<file path="src/rtl/mul_arb_ctrl.sv">
// Two-requester round-robin front end for a shared sequential unsigned multiplier.
// It applies signed fix-up around the core, routes the product to the owner, and turns a missing done into an error.
module mul_arb_ctrl #(
  parameter int W       = 64,
  parameter int TAG_W   = 4,
  parameter int TIMEOUT = 200
) (
  input  logic             clk_i,
  input  logic             rst_ni,

  input  logic             req0_valid_i,
  output logic             req0_ready_o,
  input  logic [W-1:0]     req0_a_i,
  input  logic [W-1:0]     req0_b_i,
  input  logic             req0_signed_i,
  input  logic [TAG_W-1:0] req0_tag_i,

  input  logic             req1_valid_i,
  output logic             req1_ready_o,
  input  logic [W-1:0]     req1_a_i,
  input  logic [W-1:0]     req1_b_i,
  input  logic             req1_signed_i,
  input  logic [TAG_W-1:0] req1_tag_i,

  output logic             rsp0_valid_o,
  input  logic             rsp0_ready_i,
  output logic [2*W-1:0]   rsp0_y_o,
  output logic [TAG_W-1:0] rsp0_tag_o,
  output logic             rsp0_err_o,

  output logic             rsp1_valid_o,
  input  logic             rsp1_ready_i,
  output logic [2*W-1:0]   rsp1_y_o,
  output logic [TAG_W-1:0] rsp1_tag_o,
  output logic             rsp1_err_o,

  output logic             mul_start_o,
  output logic [W-1:0]     mul_a_o,
  output logic [W-1:0]     mul_b_o,
  input  logic             mul_done_i,
  input  logic [2*W-1:0]   mul_y_i,

  output logic             busy_o
);

  localparam int TW = $clog2(TIMEOUT + 1);

  typedef enum logic [1:0] {S_IDLE, S_ISSUE, S_WAIT, S_RESP} state_e;

  state_e           state_q;
  logic             owner_q;
  logic             last_grant_q;
  logic [TAG_W-1:0] tag_q;
  logic             neg_q;
  logic [W-1:0]     mul_a_q;
  logic [W-1:0]     mul_b_q;
  logic             mul_start_q;
  logic [TW-1:0]    timer_q;
  logic [2*W-1:0]   y_q;
  logic             err_q;
  logic             rsp0_valid_q;
  logic             rsp1_valid_q;

  logic             grant_sel;
  logic             accept;
  logic [W-1:0]     sel_a;
  logic [W-1:0]     sel_b;
  logic             sel_signed;
  logic [TAG_W-1:0] sel_tag;
  logic [W-1:0]     a_mag;
  logic [W-1:0]     b_mag;
  logic [2*W-1:0]   y_d;
  logic             rsp_ready;

  always_comb begin
    // Lone requester wins outright; on contention the one not served last time wins.
    grant_sel    = req1_valid_i & ~(req0_valid_i & last_grant_q);
    req0_ready_o = (state_q == S_IDLE) & req0_valid_i & ~grant_sel;
    req1_ready_o = (state_q == S_IDLE) & req1_valid_i & grant_sel;
    accept       = req0_ready_o | req1_ready_o;

    sel_a      = grant_sel ? req1_a_i      : req0_a_i;
    sel_b      = grant_sel ? req1_b_i      : req0_b_i;
    sel_signed = grant_sel ? req1_signed_i : req0_signed_i;
    sel_tag    = grant_sel ? req1_tag_i    : req0_tag_i;

    // Negating the most negative value wraps to 2^(W-1), which is exactly its magnitude.
    a_mag = (sel_signed & sel_a[W-1]) ? -sel_a : sel_a;
    b_mag = (sel_signed & sel_b[W-1]) ? -sel_b : sel_b;

    y_d       = neg_q ? -mul_y_i : mul_y_i;
    rsp_ready = owner_q ? rsp1_ready_i : rsp0_ready_i;
  end

  always_ff @(posedge clk_i or negedge rst_ni) begin
    if (!rst_ni) begin
      state_q      <= S_IDLE;
      owner_q      <= 1'b0;
      last_grant_q <= 1'b1;
      tag_q        <= '0;
      neg_q        <= 1'b0;
      mul_a_q      <= '0;
      mul_b_q      <= '0;
      mul_start_q  <= 1'b0;
      timer_q      <= '0;
      y_q          <= '0;
      err_q        <= 1'b0;
      rsp0_valid_q <= 1'b0;
      rsp1_valid_q <= 1'b0;
    end else begin
      case (state_q)
        S_IDLE: begin
          if (accept) begin
            owner_q     <= grant_sel;
            tag_q       <= sel_tag;
            neg_q       <= sel_signed & (sel_a[W-1] ^ sel_b[W-1]);
            mul_a_q     <= a_mag;
            mul_b_q     <= b_mag;
            mul_start_q <= 1'b1;
            state_q     <= S_ISSUE;
          end
        end
        S_ISSUE: begin
          mul_start_q <= 1'b0;
          timer_q     <= '0;
          state_q     <= S_WAIT;
        end
        S_WAIT: begin
          timer_q <= timer_q + 1'b1;
          // A done arriving on the last allowed cycle still counts as success.
          if (mul_done_i) begin
            y_q          <= y_d;
            err_q        <= 1'b0;
            rsp0_valid_q <= ~owner_q;
            rsp1_valid_q <= owner_q;
            state_q      <= S_RESP;
          end else if (timer_q == TW'(TIMEOUT - 1)) begin
            y_q          <= '0;
            err_q        <= 1'b1;
            rsp0_valid_q <= ~owner_q;
            rsp1_valid_q <= owner_q;
            state_q      <= S_RESP;
          end
        end
        S_RESP: begin
          if (rsp_ready) begin
            rsp0_valid_q <= 1'b0;
            rsp1_valid_q <= 1'b0;
            last_grant_q <= owner_q;
            state_q      <= S_IDLE;
          end
        end
        default: state_q <= S_IDLE;
      endcase
    end
  end

  assign mul_start_o  = mul_start_q;
  assign mul_a_o      = mul_a_q;
  assign mul_b_o      = mul_b_q;
  assign busy_o       = (state_q != S_IDLE);

  assign rsp0_valid_o = rsp0_valid_q;
  assign rsp0_y_o     = rsp0_valid_q ? y_q   : '0;
  assign rsp0_tag_o   = rsp0_valid_q ? tag_q : '0;
  assign rsp0_err_o   = rsp0_valid_q & err_q;

  assign rsp1_valid_o = rsp1_valid_q;
  assign rsp1_y_o     = rsp1_valid_q ? y_q   : '0;
  assign rsp1_tag_o   = rsp1_valid_q ? tag_q : '0;
  assign rsp1_err_o   = rsp1_valid_q & err_q;

endmodule

</file>
<file path="config.mk">
export PLATFORM = sky130hd
export DESIGN_NAME = mul_arb_ctrl
export DESIGN_NICKNAME = d
export VERILOG_FILES = /design/src/rtl/mul_arb_ctrl.sv
export SDC_FILE = /design/constraint.sdc
export NUM_CORES = 1
export LEC_CHECK = 0
export BUFFER_PORTS_ARGS = -buffer_cell sky130_fd_sc_hd__buf_2
export CORE_AREA = 2 2 313 315
export CTS_CLUSTER_DIAMETER = 30
export DETAILED_ROUTE_END_ITERATION = 8
export DIE_AREA = 0 0 315 317
export PLACE_DENSITY_LB_ADDON = 0.15
export SYNTH_ARGS = -nofsm -noshare
export SYNTH_HDL_FRONTEND = slang
export SYNTH_SLANG_ARGS = --single-unit
</file>
<file path="constraint.sdc">
create_clock -name clk_i -period 7.5 [get_ports clk_i]
set_clock_uncertainty 0.05 [all_clocks]
set_input_delay 0 -clock clk_i [delete_from_list [all_inputs] [get_ports clk_i]]
set_output_delay 0 -clock clk_i [all_outputs]
set_load 0.005 [all_outputs]
</file>
# Word-level counts from Yosys, hierarchy flattened

Index checks and enable logic that the tools add are counted.

Register bits: 277
Word-level logic and storage cells: 83

Add/subtract/negate cells: 4
Eq/ne operators: 7
Muxes and demuxes: 31
Bitwise operators: 16
Reduce and logical (&&, ||, !) cells: 12

Operator list:

| operator                                            | number |
|---|---|
| two-way mux 128 bit                                 | 5 |
| two-way mux 64 bit                                  | 4 |
| negator 128 bit                                     | 1 |
| negator 64 bit                                      | 2 |
| case mux 8 bit (2 select lines)                     | 1 |
| two-way mux 4 bit                                   | 3 |
| AND 1 bit                                           | 11 |
| two-way mux 1 bit                                   | 10 |
| nonzero test 2 bit                                  | 5 |
| adder 8 x 1 -> 8 bit, second input constant         | 1 |
| equality test 8 bit, second input constant          | 1 |
| two-way mux 2 bit                                   | 4 |
| case mux 2 bit (4 select lines)                     | 1 |
| AND reduction 2 bit                                 | 4 |
| case mux 1 bit (2 select lines)                     | 3 |
| AND reduction 3 bit                                 | 2 |
| equality test 2 bit, second input constant          | 2 |
| != test 2 bit, second input constant                | 2 |
| != test 3 bit, second input constant                | 1 |
| inverter 1 bit                                      | 3 |
| equality test 2 x 1 -> 1 bit, second input constant | 1 |
| zero test 2 bit                                     | 1 |
| OR 1 bit                                            | 1 |
| XOR 1 bit                                           | 1 |

# Depth between registers and ports, before layout

Depth after elaboration: 8
Depth in mapped cells: 18
Gate-level depth less buffers: 10

# Worst setup path after synthesis

Ideal clock, no wire load.

Path kind: register to register
From: register last_grant_q
To: register mul_b_q[42], in the netlist mul_b_o[42]
Setup time: 83 ps
Data arrival time: 4282 ps
Setup slack: 3085 ps
Cell stages (with the launch flop): 18
Period minus slack after synthesis: 4415 ps
Path through: dfstp_2 a21bo_1 buf_6 buf_2 buf_2 buf_2 buf_2 buf_1 buf_2 mux2i_1 ha_1 nor4b_1 and4_1 a41oi_1 nor3_1 a41oi_1 xor2_1 o21ai_0

Word-level cells in the longest chain between the ends: 7
Elaborated cells between the ends (all ways): 13

RTL lines:

| what                                                   | RTL line | source |
|---|---|---|
| start, declared                                        | 52       | `logic last_grant_q;` |
| start signal, assigned                                 | 149      | `last_grant_q <= owner_q;` |
| AND 1 bit (*)                                          | 77       | `grant_sel = req1_valid_i & ~(req0_valid_i & last_grant_q);` |
| inverter 1 bit (*)                                     | 77       |  |
| AND 1 bit (*)                                          | 77       |  |
| branches (longest 4 deep; another with negator 64 bit) | --       |  |
| end signal, assigned                                   | 118      | `mul_b_q <= b_mag;` |
| end, declared                                          | 56       | `logic [W-1:0] mul_b_q;` |

Mark *: on every way between the ends.
A chain may end at the register's enable or synchronous reset.

# Worst setup path after layout

From: register last_grant_q
To: register mul_b_q[56], in the netlist mul_b_o[56]

The elaborated chain is that of the path after synthesis.

==> impl_metrics.yaml <==
status:
  status: "finished clean"
placed_design:
  dpl.hpwl_mm: 94.8
  place_congestion: 0.918
  dp.cells: 4646
  portBuffers: 800
  place_area_um2: 26700
  dp_slack_ns: 3.22
synthesis:
  async_flop_share_pct: 100
  ys.flop_type: "dfrtp_1"
  synthDistinctLibCells: 71
  yosysWarnings: 0
  synthCells: 2692
  synth-seq-cells: 277
  seq_area_frac_synth_pct: 32.5
  syn-cell-area_um2: 21300
  syn_area_per_cell_um2: 7.92
  synth_fp_nets: 3102
  synth_edf_count: 0
pwr:
  p_per_area_nw_per_um2: 326
  power.share.sequential_pct: 24.7
  sw_frac_of_total_pct: 37.8
  peakVddDrop_mv: 0.219
  pwr-share-clk_pct: 35.8
  p_sw_uw: 4390
  leakage_uw: 0.0163
  p_int_uw: 7220
  p_comb_share_pct: 39.5
critical_path:
  startpoint_type: "register"
  crit_chain: "a21bo_4 -> buf_4 -> mux2i_1 -> dlygate4sd3_1 -> ha_1 -> nor4b_1 -> and4_1 -> a41oi_1 -> nand4bb_1 -> o41ai_1 -> xnor2_1 -> dlygate4sd3_1 -> o21ai_0"
  critPathCaptureType: "register"
  cpMostUsedCell: "dlygate4sd3_1"
  max_stage_delay_ns: 0.65
  crit_fanout: 49
  crit_slowest_cell: "nand4bb_1"
  worstPathRequired_ns: 7.96
  worstPathArrival_ns: 5.91
  setup.worst_path.class: "reg -> reg"
floorplan:
  start_util_pct: 22.1
  die_y_um: 317
  core_um2: 96300
  dieArea_um2: 99900
  ios: 801
  rows: 114
  dieWidth_um: 315
global_route:
  grt_pass1_wl_mm: 178
  grt_usage_pct: 23.8
  grt_max_degree: 166
  antenna_found_initial: 24
  overflow: 0
  grt_pass1_vias: 26138
final_layout:
  finalNonFillerCells: 5375
  fin_nets: 4422
  final_area_um2: 35600
  n_fill_cell: 10186
  final_layout_size_suffix_gt1_share_pct: 25.6
  synthToLayoutAreaGrowth_pct: 66.9
  multi_input_comb_area_um2: 13800
  regArea_um2: 6940
timing:
  tns_ns: 0
  final_max_slew_viol_count: 0
  setup-violations-final: 0
  rsz0062_at_grt: "false"
  period_share_pct: 72.6
  tightest_slew_ns: 1.42
  slew_headroom_pct: 4.34
  setup_slack_ns: 2.05
  layout_min_cycle_time_ns: 5.45
  fmax_mhz: 184
  hold_violations: 0
cts:
  clk_pin_slew_ns: 0.05
  clockRootBuffer: "clkbuf_16"
  cts_tree: "yes"
  cts_buffer_depth: 3
  post_cts_buffers: 0
  clock-sinks: 277
  numCtsBuffers: 96
  h-tree-depth: 3
  clock_latency_ns: 0.66
routing:
  drtAntennaViolNets: 0
  drc: 0
  firstDrtPassIters: 6
  wire_per_inst_um: 22.9
  viasPerCell: 4.93
  vias: 26472
  drt-initial-drc-count: 1665
  wirelength_mm: 123
job:
  max-cap-violations: 0
min_path:
  worstHoldPathType: "in -> reg"
final timing paths:
check	slack, ns	startpoint	endpoint	depth (start not counted)
worst max-delay path	2.05	last_grant_q$_DFFE_PN1P_	mul_b_o[56]$_DFFE_PN0P_	13
worst min-delay path	0.005	req0_a_i[10]	mul_a_o[10]$_DFFE_PN0P_	4
worst max register to register	2.05	last_grant_q$_DFFE_PN1P_	mul_b_o[56]$_DFFE_PN0P_	13
worst min register to register	0.42	mul_a_o[12]$_DFFE_PN0P_	mul_a_o[12]$_DFFE_PN0P_	2
max in group asynchronous	5.97	rst_ni	mul_a_o[3]$_DFFE_PN0P_	4
min in group asynchronous	0.45	rst_ni	last_grant_q$_DFFE_PN1P_	3
cell usage after synthesis, drive strengths merged, types with 61 or more instances:
master / instances / area (um2)
nor3: 102 / 510
xnor2: 72 / 631
nor4: 76 / 482
nand2: 434 / 1630
nor2: 108 / 405
clkbuf: 116 / 435
dfrtp: 276 / 6910
o31ai: 61 / 458
o21ai: 317 / 1590
and2: 277 / 1730
mux2i: 137 / 1370
nand3: 71 / 355
xor2: 176 / 1540
metal layers:
layer	routed length, um	vias to the layer above	track usage (%)
li1	-	12348	-
met1	50200	12787	29.1
met2	59800	1107	40.6
met3	9040	216	5.33
met4	4220	14	8.87
met5	91	-	0
flip-flops by register name, summed over array words and instances, names as in the netlist:
register and flops:
tag_q 4, last_grant_q 1, rsp1_valid_o 1, state_q 2, mul_b_o 64, rsp0_valid_o 1, mul_a_o 64, err_q 1
mul_start_o 1, neg_q 1, y_q 128, owner_q 1, timer_q 8
power by group through the flow:
stage	logic, uW	clock network (uW)	registers (uW)
2_1_floorplan	2170	0	2560
3_3_place_gp	3950	0	2870
3_5_place_dp	3950	0	2880
4_1_cts	4600	4230	2870
5_1_grt	5090	4330	2950
6_report	4580	4160	2870
cells in the final DEF (no fill, tap or decap), drive strengths merged, types with 15 or more instances in the layout:
| cell type | count |
|---|---|
| nor2 | 108 |
| or4 | 28 |
| mux2i | 137 |
| nor4 | 76 |
| or3 | 46 |
| o41ai | 35 |
| clkbuf | 124 |
| xor2 | 176 |
| dfrtp | 276 |
| inv | 22 |
| o31ai | 61 |
| o21ai | 317 |
| nor3 | 102 |
| a21oi | 58 |
| a41oi | 15 |
| a31oi | 30 |
| nand3 | 71 |
| and2 | 277 |
| clkinv | 29 |
| xnor2 | 72 |
| nand2 | 434 |
| buf | 839 |
| nand4 | 47 |
| dlygate4sd3 | 543 |
per-stage QoR:
stage	total power (uW)	utilization [%]	hold WS [ns]
2_1_floorplan	4730	-	-0.346
3_3_place_gp	6820	27.7	0.0209
3_5_place_dp	6830	27.7	0.0228
4_1_cts	11700	36.9	0.000401
5_1_grt	12400	36.9	0.0413
6_report	11600	36.9	0.00479
layout make-up:
type / instances / area share [%]
flip-flops and latches: 277 / 19.5
repair buffers: 1382 / 27.5
diodes: 10 / 0.0704
inverters: 18 / 0.190
well taps: 1276 / 4.49
clock buffers: 124 / 7.64
multi-input cells: 2237 / 38.7
clock inverters: 51 / 1.88
cells by family after synthesis:
group	count (synthesis)	share of synthesized area, %
flops	277	32.5
mux	145	6.86
fa+ha+maj	9	0.528
simple gates	1260	30.3
buf+inv	178	3.33
compound gates	575	16.3
xor+xnor	248	10.2
worst max-delay path, delay by kind of cell, from the launching register on:
family,cells,cell delay (ns)
mux,1,0.25
xor+xnor,1,0.16
simple gates,3,1.12
flops,1,0.57
fa+ha+maj,1,0.28
buf+inv,3,1.73
compound gates,4,1.12
what timing repair did:
item / 4_1_cts / 5_1_grt
hold buffers: 544 / 0
gates resized for setup: 0 / 0
hold endpoints to repair: 351 / 0
No activity file was read; power rests on OpenSTA's default activity.
